===== src/rtl/route_pkg.sv =====
// Shared types and host command encodings for the route sequencer.
package route_pkg;

    typedef enum logic [2:0] {
        IDLE,
        ISSUE,
        WAIT_DEP,
        WAIT_ARR,
        DWELL
    } rs_state_t;

    localparam logic [1:0] STOP_CMD  = 2'b00;
    localparam logic [1:0] GO_CMD    = 2'b01;
    localparam logic [1:0] QUEUE_CMD = 2'b10;
    localparam logic [1:0] ROUTE_CMD = 2'b11;

    localparam logic [1:0] RUN_ONCE  = 2'b00;
    localparam logic [1:0] RUN_LOOP  = 2'b01;
    localparam logic [1:0] CLEAR     = 2'b10;
    localparam logic [1:0] RSVD      = 2'b11;

endpackage


===== src/rtl/route_table.sv =====
// Route table: DEPTH x 6-bit station IDs, append-only with clear, async read.
module route_table
    import route_pkg::*;
#(
    parameter int unsigned DEPTH = 8,
    localparam int unsigned PW   = $clog2(DEPTH),
    localparam int unsigned CW   = $clog2(DEPTH + 1)
) (
    input  logic          clk,
    input  logic          rst_n,
    input  logic          wr_en,
    input  logic [5:0]    wr_id,
    input  logic          clr,
    input  logic [PW-1:0] rd_ptr,
    output logic [5:0]    rd_id,
    output logic [CW-1:0] q_cnt,
    output logic          full
);

    logic [5:0] mem [DEPTH];

    assign full  = (q_cnt == CW'(DEPTH));
    assign rd_id = mem[rd_ptr];

    always_ff @(posedge clk or negedge rst_n) begin
        if (!rst_n) begin
            q_cnt <= '0;
            for (int unsigned i = 0; i < DEPTH; i++) mem[i] <= '0;
        end else if (clr) begin
            q_cnt <= '0;
        end else if (wr_en && !full) begin
            mem[q_cnt[PW-1:0]] <= wr_id;
            q_cnt              <= q_cnt + CW'(1);
        end
    end

endmodule


===== src/rtl/route_sequencer.sv =====
// Schedules a multi-stop route to cmd_cntrl: one GO per stop, wait for arrival, dwell, next stop.
// Host STOP/GO commands are forwarded verbatim and abort any route in progress.
module route_sequencer
    import route_pkg::*;
#(
    parameter int unsigned DEPTH        = 8,
    parameter int unsigned DWELL_CYCLES = 50_000_000
) (
    input  logic                         clk,
    input  logic                         rst_n,
    input  logic [7:0]                   host_cmd,
    input  logic                         host_cmd_rdy,
    output logic                         clr_host_cmd_rdy,
    output logic [7:0]                   cmd,
    output logic                         cmd_rdy,
    input  logic                         clr_cmd_rdy,
    input  logic                         in_transit,
    output logic                         route_busy,
    output logic                         route_done,
    output logic                         route_err,
    output logic [$clog2(DEPTH+1)-1:0]   q_cnt
);

    localparam int unsigned PW = $clog2(DEPTH);
    localparam int unsigned CW = $clog2(DEPTH + 1);
    localparam int unsigned DW = (DWELL_CYCLES > 1) ? $clog2(DWELL_CYCLES) : 1;
    localparam logic [DW-1:0] DWELL_LAST = DW'(DWELL_CYCLES - 1);

    rs_state_t     state_q, state_d;
    logic [7:0]    cmd_d;
    logic          cmd_rdy_d;
    logic [PW-1:0] rd_ptr_q, rd_ptr_d;
    logic [DW-1:0] cnt_q, cnt_d;
    logic          loop_q, loop_d;
    logic          err_d, done_d;
    logic          host_acc;
    logic          tbl_we, tbl_clr, tbl_full;
    logic [5:0]    tbl_rd;

    route_table #(.DEPTH(DEPTH)) u_table (
        .clk    (clk),
        .rst_n  (rst_n),
        .wr_en  (tbl_we),
        .wr_id  (host_cmd[5:0]),
        .clr    (tbl_clr),
        .rd_ptr (rd_ptr_q),
        .rd_id  (tbl_rd),
        .q_cnt  (q_cnt),
        .full   (tbl_full)
    );

    assign route_busy = (state_q != IDLE);

    always_ff @(posedge clk or negedge rst_n) begin
        if (!rst_n) begin
            state_q    <= IDLE;
            cmd        <= 8'h00;
            cmd_rdy    <= 1'b0;
            rd_ptr_q   <= '0;
            cnt_q      <= '0;
            loop_q     <= 1'b0;
            route_err  <= 1'b0;
            route_done <= 1'b0;
        end else begin
            state_q    <= state_d;
            cmd        <= cmd_d;
            cmd_rdy    <= cmd_rdy_d;
            rd_ptr_q   <= rd_ptr_d;
            cnt_q      <= cnt_d;
            loop_q     <= loop_d;
            route_err  <= err_d;
            route_done <= done_d;
        end
    end

    always_comb begin
        state_d          = state_q;
        cmd_d            = cmd;
        cmd_rdy_d        = cmd_rdy;
        rd_ptr_d         = rd_ptr_q;
        cnt_d            = cnt_q;
        loop_d           = loop_q;
        err_d            = route_err;
        done_d           = 1'b0;
        tbl_we           = 1'b0;
        tbl_clr          = 1'b0;
        host_acc         = host_cmd_rdy && !cmd_rdy;
        clr_host_cmd_rdy = host_acc;

        if (clr_cmd_rdy) cmd_rdy_d = 1'b0;

        // Route FSM first; an accepted host command below overrides it (host wins).
        case (state_q)
            ISSUE: begin
                if (!cmd_rdy) begin
                    cmd_d     = {GO_CMD, tbl_rd};
                    cmd_rdy_d = 1'b1;
                end else if (clr_cmd_rdy) begin
                    state_d = WAIT_DEP;
                end
            end
            WAIT_DEP: if (in_transit) state_d = WAIT_ARR;
            WAIT_ARR: begin
                if (!in_transit) begin
                    state_d = DWELL;
                    cnt_d   = '0;
                end
            end
            DWELL: begin
                if (cnt_q == DWELL_LAST) begin
                    if ((CW'(rd_ptr_q) + CW'(1)) < q_cnt) begin
                        rd_ptr_d = rd_ptr_q + PW'(1);
                        state_d  = ISSUE;
                    end else begin
                        rd_ptr_d = '0;
                        if (loop_q) begin
                            state_d = ISSUE;
                        end else begin
                            state_d = IDLE;
                            done_d  = 1'b1;
                        end
                    end
                end else if (cnt_q != '1) begin
                    cnt_d = cnt_q + DW'(1);
                end
            end
            default: ;
        endcase

        if (host_acc) begin
            case (host_cmd[7:6])
                STOP_CMD, GO_CMD: begin
                    cmd_d     = host_cmd;
                    cmd_rdy_d = 1'b1;
                    state_d   = IDLE;
                    rd_ptr_d  = '0;
                    done_d    = 1'b0;
                end
                QUEUE_CMD: begin
                    if (tbl_full) err_d = 1'b1;
                    else          tbl_we = 1'b1;
                end
                default: begin
                    case (host_cmd[1:0])
                        RUN_ONCE, RUN_LOOP: begin
                            if (state_q == IDLE) begin
                                if (q_cnt == '0) begin
                                    err_d = 1'b1;
                                end else begin
                                    state_d  = ISSUE;
                                    rd_ptr_d = '0;
                                    loop_d   = host_cmd[0];
                                end
                            end
                        end
                        CLEAR: begin
                            if (state_q == IDLE) begin
                                tbl_clr  = 1'b1;
                                rd_ptr_d = '0;
                                err_d    = 1'b0;
                            end
                        end
                        default: err_d = 1'b1;
                    endcase
                end
            endcase
        end
    end

endmodule


===== config.mk =====
export PLATFORM = sky130hd
export DESIGN_NAME = route_sequencer
export DESIGN_NICKNAME = d
export VERILOG_FILES = /design/src/rtl/route_pkg.sv /design/src/rtl/route_table.sv /design/src/rtl/route_sequencer.sv
export SDC_FILE = /design/constraint.sdc
export NUM_CORES = 1
export LEC_CHECK = 0
export ABC_AREA = 1
export ABC_CLOCK_PERIOD_IN_PS = 2100
export CELL_PAD_IN_SITES_DETAIL_PLACEMENT = 1
export CELL_PAD_IN_SITES_GLOBAL_PLACEMENT = 1
export CORE_MARGIN = 10
export CORE_UTILIZATION = 45
export CTS_CLUSTER_SIZE = 28
export DETAILED_ROUTE_END_ITERATION = 10
export PLACE_DENSITY = 0.88
export SLEW_MARGIN = 20
export SYNTH_ARGS = -nofsm -noshare
export SYNTH_HDL_FRONTEND = slang
export SYNTH_SLANG_ARGS = --single-unit

===== constraint.sdc =====
create_clock -name clk -period 2.1 [get_ports clk]
set_input_delay 0.63 -clock clk [delete_from_list [all_inputs] [get_ports clk]]
set_output_delay 0.63 -clock clk [all_outputs]
set_load 0.01 [all_outputs]

# After elaboration in Yosys (flattened, before gate mapping)
# Cells that the tools add are included.
# word_totals
word_cells,130
reg_bits,96
in_bits,13
output_inout_bits,17
# classes
n_eq_ne,18
n_lt_le_gt_ge,4
bitwise_logic,6
addsub,4
n_mux,62
reduce_logical,19
# ops
op,count
26-bit 2-to-1 mux,3
26-bit one-hot mux with 2 select lines,1
48-bit bitwise mux,1
3-bit 2-to-1 mux,16
8-bit 2-to-1 mux,4
26-bit by 1-bit adder with 26-bit output (second input constant),1
26-bit == test (second input constant),1
26-bit inequality test (second input constant),1
1-bit 2-to-1 mux,24
6-bit binary-select mux with 3-bit select,1
6-bit demux with 3-bit select,1
6-bit 2-to-1 mux,3
3-bit one-hot mux with 2 select lines,3
3-bit one-hot mux with 4 select lines,1
4-bit greater-or-equal comparator (second input constant),2
4-bit 2-to-1 mux,2
3-bit inverter with 4-bit output,2
3-bit by 2-bit == test with 1-bit output (second input constant),2
2-bit inequality test (second input constant),3
3-bit inequality test (second input constant),2
6-bit AND reduction,1
5-bit AND reduction,1
3-bit by 1-bit adder with 4-bit output (second input constant),1
4-bit by 1-bit adder with 4-bit output (second input constant),1
23 further kinds,35

# Longest topological paths before layout
# logic_depth
word_depth,10
depth_mapped,14

# By module
# Synthesis repeated with hierarchy kept, for this count alone.
# unflattened
hier_cells,830
area_unflattened_um2,5911.9
# by_module_without_submodules
mod,n_inst,area_each_um2,cells_per_inst,seq_area_each_um2
route_table,1,2991.6,402,1301.2
route_sequencer,1,2920.3,428,1101.1

# Worst setup path before layout
# No wires, ideal clock.
# synth_path
path_kind,register to register
startpoint,register rd_ptr_q[1]
endpoint,register rd_ptr_q[2]
required_time_ps,2023
path_slack_ps,203
synth_period_minus_slack_ps,1897
path_stages_with_launch,11
arrival_time_ps,1819
n_path_buf,2
setup_time_ps,77
cell_sequence,dfrtp_1 > clkbuf_1 > clkbuf_1 > inv_1 > nor3_1 > ha_1 > a21oi_1 > nand2_1 > nor2_1 > nand2_1 > a21oi_1
# synth_via
elab_chain_len,10
elab_cells_between_ends,12
classes_between,add/sub (2); order compare (1); mux (9)
# synth_rtl
item,line,source
start: declaration,route_sequencer.sv:32,"logic [PW-1:0] rd_ptr_q, rd_ptr_d;"
start signal: assignment,route_sequencer.sv:68,rd_ptr_q <= rd_ptr_d;
3-bit by 1-bit adder with 4-bit output,route_sequencer.sv:111,if ((CW'(rd_ptr_q) + CW'(1)) < q_cnt) begin
4-bit < comparator,route_sequencer.sv:111,
3-bit 2-to-1 mux (*),route_sequencer.sv:111,
3-bit 2-to-1 mux (*),route_sequencer.sv:110,if (cnt_q == DWELL_LAST) begin
3-bit 2-to-1 mux (*),route_sequencer.sv:93,case (state_q)
3-bit 2-to-1 mux,route_sequencer.sv:147,if (q_cnt == '0) begin
3-bit 2-to-1 mux,route_sequencer.sv:146,if (state_q == IDLE) begin
3-bit one-hot mux with 2 select lines,route_sequencer.sv:144,case (host_cmd[1:0])
3-bit one-hot mux with 2 select lines,route_sequencer.sv:131,case (host_cmd[7:6])
3-bit 2-to-1 mux (*),route_sequencer.sv:130,if (host_acc) begin
named net rd_ptr_d[2],route_sequencer.sv:32,
# Mark *: on every way through the listed nets, which the timed path passes. The rest lies on a longest branch.
# A chain may end at the register's enable or synchronous reset.

# Final worst setup path
# layout_path
startpoint,register u_table.q_cnt[3]
endpoint,output q_cnt[3]
# layout_lines
item,line,source
start: declaration,route_table.sv:16,"output logic [CW-1:0] q_cnt,"
start signal: assignment,route_table.sv:33,q_cnt <= q_cnt + CW'(1);
end: declaration,route_sequencer.sv:21,output logic [$clog2(DEPTH+1)-1:0] q_cnt
# No word-level cell between the ends.

==> metrics.md <==
| Metric | Value |
|---|---|
| Worst-path maximum fanout | `4` |
| Max frequency | `494 MHz` |
| Slew Limit Fails | `0` |
| Clock root buffer | `clkbuf_16` |
| Sw frac | `0.393` |
| Placed insts | `919` |
| TritonCTS clock tree | `done` |
| Startpoint class of the critical path | `flop` |
| Part of the power in registers | `0.405` |
| Cell variety after synth | `38` |
| Layout fillers | `1495` |
| Final setup viols | `0` |
| CTS Sinks | `96` |
| Worst-Skew Late Latency | `0.36 ns` |
| Max-Cap Viols | `0` |
| Worst EP arrival | `1.40 ns` |
| Hold Path Class | `in -> async` |
| Post-DP Area | `6150 um2` |
| Crit path cell chain | `clkdlybuf4s50_1` |
| Synth Net Count | `748` |
| RSZ-0062 raised after global routing | `no` |
| Yosys warns | `0` |
| Cell-internal power | `4.46 mW` |
| Clk buf depth | `2` |
| Diode count | `0` |
| P&R area growth vs syn | `18.2%` |
| Initial Utilization | `0.458` |
| TritonCTS Buffers | `9` |
| Hpwl dp | `12400 um` |
| H-tree levels | `3` |
| Overflow after GRT | `0` |
| VDD IR max | `0.432 mV` |
| I/O pins | `30` |
| Final wirelength | `17800 um` |
| First-pass GRT wire length | `29400 um` |
| Multi-input gate area | `2680 um2` |
| Placeable Area | `12000 um2` |
| Vias post-DR | `5222` |
| Final period util | `0.964` |
| PwrDens | `1130 nW/um2` |
| 1st-iter DRT viols | `347` |
| Worst-margin pin slew | `0.404 ns` |
| Required time worst endpoint | `1.47 ns` |
| Drc violations | `0` |
| Gr usage total | `0.219` |
| Min cycle time layout | `2.03 ns` |
| Drt first pass iters | `4` |
| Clock power share | `0.247` |
| Comb power frac | `0.347` |
| Antenna violations before repair | `0` |
| I/O Buffers | `29` |
| Leakage Power | `2.99 nW` |
| Fin cells | `936` |
| GPL Wtd Cong | `0.914` |
| Via/cell ratio | `5.58` |
| Reg area | `2400 um2` |
| Rel. slew slack | `0.731` |
| Die area | `17000 um2` |
| Sequential cell area fraction in the yosys report | `0.437` |
| Worst hold slack | `0.222 ns` |
| Final non-filler cell area | `6500 um2` |
| Yosys reg bits | `96` |
| Die Wd | `131 um` |
| Nets | `804` |
| Crit-path slowest cell | `clkdlybuf4s50_1` |
| Vias in the first global route | `5614` |
| Skew final | `0.0124 ns` |
| Clock-pin slew on the worst setup and hold paths | `0.08 ns` |
| CP peak stage delay | `0.58 ns` |
| # rows | `40` |
| Delay-heaviest family, CP | `buffers and inverters` |
| Layout cells sized above 1 | `0.147` |
| Post-Syn Instances | `728` |
| Psw | `2.88 mW` |
| Die Span Y | `131 um` |
| Final ANT Viol Nets | `0` |
| Worst Path Buf+Inv | `1` |
| Syn_area_per_cell | `7.56 um2` |
| WS Path Type | `reg -> out` |
| Final hold vios | `0` |
| Routed wire per std cell | `19.1 um` |
| Status | `finished clean` |
| Largest net degree at the start of global routing | `66` |
| Critical Path End Type | `output port` |
| Synthesized cell area | `5500 um2` |
## cells in the final DEF, fill, tap and decap left out, types with 6 or more instances in the layout
cell and count:
o21ai_0 38, nor2_4 6, clkdlybuf4s50_1 26, nor2_1 82, nor3_1 6, nand2_1 192, xor2_1 9, a21oi_1 45
nand3_1 44, dfrtp_1 95, o211ai_1 13, nand4_1 7, ha_1 7, a22oi_1 7, o21ai_1 21, clkbuf_16 9
nand2_2 16, nor2_2 8, inv_1 72, inv_2 7, buf_4 36
## cells by family after synthesis
group | after synthesis | share of synthesized area
AO/OA/AOI/OAI | 130 | 0.130
AND/OR/NAND/NOR | 381 | 0.322
adder cells (fa/ha/maj) | 7 | 0.0159
XOR/XNOR | 10 | 0.0159
buffers and inverters | 104 | 0.0794
flip-flops | 96 | 0.437
## registers in the layout (all words and copies together) (netlist names)
register	count
route_done	1
cmd_rdy	1
u_table.mem	48
loop_q	1
cmd	8
u_table.q_cnt	4
rd_ptr_q	3
state_q	3
cnt_q	26
route_err	1
## power by group through the flow
| stage | Combinational [mW] | Sequential, mW | Clock (mW) |
|---|---|---|---|
| final | 2.55 | 2.97 | 1.82 |
| after global routing | 2.83 | 3.04 | 1.93 |
| after CTS | 2.54 | 2.96 | 1.84 |
| after detailed placement | 2.50 | 2.99 | 0 |
| after global placement | 2.31 | 2.92 | 0 |
| after floorplan | 1.48 | 2.91 | 0 |
## per-layer routing
metal  GRT usage  wire length, um
met1       0.253             7280
met2       0.389             9180
met3      0.0342              878
met4       0.103              503
met5           0                0
## final timing paths
path	startpoint	to	slack, ns	cells after the start
worst min-delay path	rst_n	cmd[1]$_DFF_PN0_	0.22	2
worst max-delay path	u_table.q_cnt[3]$_DFFE_PN0P_	q_cnt[3]	0.07	1
worst max register to register	rd_ptr_q[0]$_DFF_PN0_	rd_ptr_q[2]$_DFF_PN0_	0.11	10
max in group asynchronous	rst_n	u_table.mem[8]$_DFFE_PN0P_	1.49	2
min in group clk	u_table.mem[9]$_DFFE_PN0P_	u_table.mem[9]$_DFFE_PN0P_	0.49	2
worst min register to register	u_table.mem[9]$_DFFE_PN0P_	u_table.mem[9]$_DFFE_PN0P_	0.49	2
## area by class of cell
type / instances / share of cell area
clock buffer: 9 / 0.0346
timing repair buffer: 68 / 0.0933
multi-input combinational: 528 / 0.412
tap: 147 / 0.0283
clock inverter: 7 / 0.0150
inverter: 81 / 0.0472
sequential: 96 / 0.370
## metrics by stage
| step | util | power [mW] | worst slack, ns | TNS [ns] |
|---|---|---|---|---|
| detailed placement | 0.512 | 5.49 | -0.303 | -11.53 |
| floorplan | - | 4.39 | 0.203 | 0 |
| global route | 0.541 | 7.80 | 0.000484 | 0 |
| global placement | 0.512 | 5.23 | -0.301 | -4.99 |
| finish | 0.541 | 7.34 | 0.0747 | 0 |
| CTS | 0.540 | 7.34 | 0.0149 | 0 |
## cell usage after synthesis, drive strengths merged
master	instances	area [um2]
inv	80	303
nor4	3	37.5
o21ai	59	295
a31oi	2	12.5
o21bai	3	22.5
or2	2	12.5
ha	7	87.6
nand3b	1	7.51
nand4	7	43.8
nor3	9	60.1
a22oi	7	52.6
xor2	9	78.8
nor2	97	435
nand3	48	270
a21oi	46	234
clkbuf	13	48.8
nand2	214	906
xnor2	1	8.76
buf	10	81.3
dfrtp	96	2400
o211ai	13	97.6
clkinv	1	3.75
## what timing repair did
item,CTS,global route
buffers inserted,1,0
endpoints found under the setup margin,2,25
hold buffers,0,0
resized for setup,5,8
(Power assumes the default switching activity.)
==> variant (config.mk and constraints unchanged) <==
Reset style: synchronous (`rst_n`), changed in 2 clocked blocks. Comments in the files are not updated.
--- a/src/rtl/route_table.sv
+++ b/src/rtl/route_table.sv
@@ -24,3 +24,3 @@
 
-    always_ff @(posedge clk or negedge rst_n) begin
+    always_ff @(posedge clk) begin
         if (!rst_n) begin
--- a/src/rtl/route_sequencer.sv
+++ b/src/rtl/route_sequencer.sv
@@ -53,3 +53,3 @@
 
-    always_ff @(posedge clk or negedge rst_n) begin
+    always_ff @(posedge clk) begin
         if (!rst_n) begin
Behaviour: differs if rst_n is asserted again (counterexample within 4 cycles, from zero or initial values and one cycle with rst_n low); with rst_n held inactive, the same outputs for 4 cycles.
==> variant against the original RTL <==
The run now ends with setup timing left; sequential cell count stayed put; register-to-register slack worse by 0.14 ns; setup slack worse by 0.10 ns; synthesized cell count is 5.5% lower; highest routed layer unchanged; critical path depth is 8 higher; critical endpoint is now u_table.mem[2][5]; area after synthesis is 5.1% lower; design area is 1.9% lower; wire length is 9.8% higher; global-route usage is 0.41 points higher; die area is 4.3% lower; worst hold slack better by 0.28 ns; largest cell class unchanged; first-iteration DRC count is 47% higher.
Power is not compared: it rests on default switching activity, and its combinational part moved more than twofold at a synthesized area within 25%.
==> variant: results (changes against the original RTL) <==
Critical path
The critical path's top delay family is simple AND/OR/NAND/NOR gates. The depth of the worst register-to-register path is 9 (-1). The endpoint identified for the worst register-to-register timing path is u_table.mem[2][5].

The launch point of the worst reg-to-reg path is u_table.q_cnt[0]. The data arrival at the endpoint of the critical path is 2.32 ns (+0.92 ns). The class of the most critical setup path is reg2reg. The peak fanout along the critical path is 6 (+2). Among all stages on the critical path, the largest delay is contributed by dfxtp_1. The worst stage delay on the critical path is 0.37 ns (-0.21 ns).

Power and ir drop
For this design the static power due to leakage is 0.002412 uW. In this run the power spent charging and discharging nets is 1084 uW. IR analysis of the VDD net gives a maximum drop of 0.4615 mV.

Yosys
The count of flip-flops with a built-in enable after synthesis is 48 (+48). The fraction of registers with async set/reset came to 0 (-1.000). The sequential area share after synthesis was 0.4601 (+0.02344). Ranked by total cell area, the synthesized netlist is headed by edfxtp_1 28%, dfxtp_1 18%, nor2_1 11%, nand2_1 10%, a21oi_1 4.4%. The prevailing post-synth register cell is edfxtp_1. The post-synthesis cell type count came to 37 (-2.6%). The synthesis warning total is 0 (unchanged). The total nets after synthesis is 708 (-5.3%). After synthesis, the most frequently instantiated cells are 152 x nor2_1, 143 x nand2_1, 48 x dfxtp_1, 48 x edfxtp_1, 48 x inv_1.

Routing
The number of detailed-routing iterations run before antenna repair is 5 (+1). The post-detailed-routing wire length came to 19590 um (+9.8%). The via count of the routed design came to 5317 (+1.8%). The number of design-rule violations left by the first detailed-router iteration is 511 (+47%).

Global route
The number of global-route vias before repair is 5593 (-0.37%). The global-route wire length before repair was 28990 um (-1.3%). The total global routing track utilization is 0.2233 (+0.004140).

The initial antenna violation count came to 0 (unchanged). The pin count of the biggest net entering global routing is 29 (-56%).

Clocking
Clock tree synthesis selected as its root buffer the cell clkbuf_16. The largest buffer count on any clock path is 2 (unchanged). The worst-skew pair later-pin latency was 0.36 ns (about the same). The clock slew seen by the registers of the worst setup and hold paths is 0.09 ns. The number of CTS-inserted buffers is 9 (unchanged).

STA
The setup-violating endpoint count in the final report came to 1 (+1). The remaining max-slew budget at the tightest pin is 0.7142 (-0.01650). The clock skew is 0.01210 ns (-0.0003269 ns).

The sum of negative setup slack was -0.02815 ns (-0.02815 ns). The minimum setup slack in the final design is -0.02815 ns (-0.1028 ns).

Hold path
The startpoint of the most critical hold path is cmd[7]. The classification of the worst-slack hold path is reg2reg. The hold-critical path endpoint is cmd[7].

The number of instances on the worst hold path is 2.

Placement
The half-perimeter wire length after placement was 13450 um (+8.1%). The number of port buffers is 29 (unchanged). The area after detailed placement is 5942 um2 (-3.4%). The routability-driven placement congestion ratio came to 0.9141 (about the same).

Finish
The largest registers in the layout are u_table.mem: 48 flops, cnt_q: 26 flops, cmd: 8 flops. The post-layout net count was 779 (-3.1%). The fraction of layout instances using a drive strength above 1 is 0.1728 (+0.02575).

The number of diodes is 0 (unchanged).

Status
The final reports fail on setup timing. The flow ran to the end, but the final reports show violations.
variant: layer usage:
metal,GRT usage,share of wire
met1,0.2392,0.39
met2,0.3980,0.51
met3,0.05542,0.059
met4,0.1152,0.044
met5,0,0
variant: kinds of logic after synthesis:
group | count (synthesis) | share of synthesized area
buffers and inverters | 76 | 0.05967
DFF | 96 | 0.4601
xor gates and xnor gates | 7 | 0.01174
and+or+nand+nor | 391 | 0.3290
AOI/OAI and AO/OA | 111 | 0.1227
adders and majority gates | 7 | 0.01677
variant: tightest hold or removal path, stage by stage, from the launching register on:
cell and delay (ns):
dfxtp_1 0.34, nand2_1 0.09, nor2_1 0.04
variant: layout make-up:
| type | instances | area, um2 |
|---|---|---|
| clock inverters | 7 | 76.32 |
| inverters | 56 | 210.2 |
| repair buffers | 80 | 675.6 |
| multi-input cells | 516 | 2606 |
| well taps | 143 | 178.9 |
| flip-flops and latches | 96 | 2407 |
| fillers | 1388 | 4990 |
| clock buffers | 9 | 225.2 |
variant: timing repair:
action | CTS | global route
hold buffers | 0 | 0
hold endpoints to repair | 0 | 0
buffers inserted | 0 | 4
gates resized for setup | 14 | 23
endpoints found under the setup margin | 54 | 104
pin swaps | 0 | 3
variant: power groups by stage:
stage	logic [uW]	registers, uW	clock network, uW
floorplan	121	2080	0
global placement	269	2070	0
detailed placement	287	2080	0
CTS	293	2030	1690
global route	334	2040	1780
finish	315	2040	1710
variant: per-stage QoR:
step                setup WS (ns)  hold WS (ns)  total power (uW)  cells    util
floorplan                0.005198        0.4639              2197    688       -
global placement          -0.3284        0.4281              2343    887  0.5226
detailed placement        -0.4728        0.4701              2365    887  0.5226
CTS                      0.006136        0.5020              4020    903  0.5507
global route              -0.1037        0.4973              4155    907  0.5611
finish                   -0.02815        0.5020              4067    907  0.5611
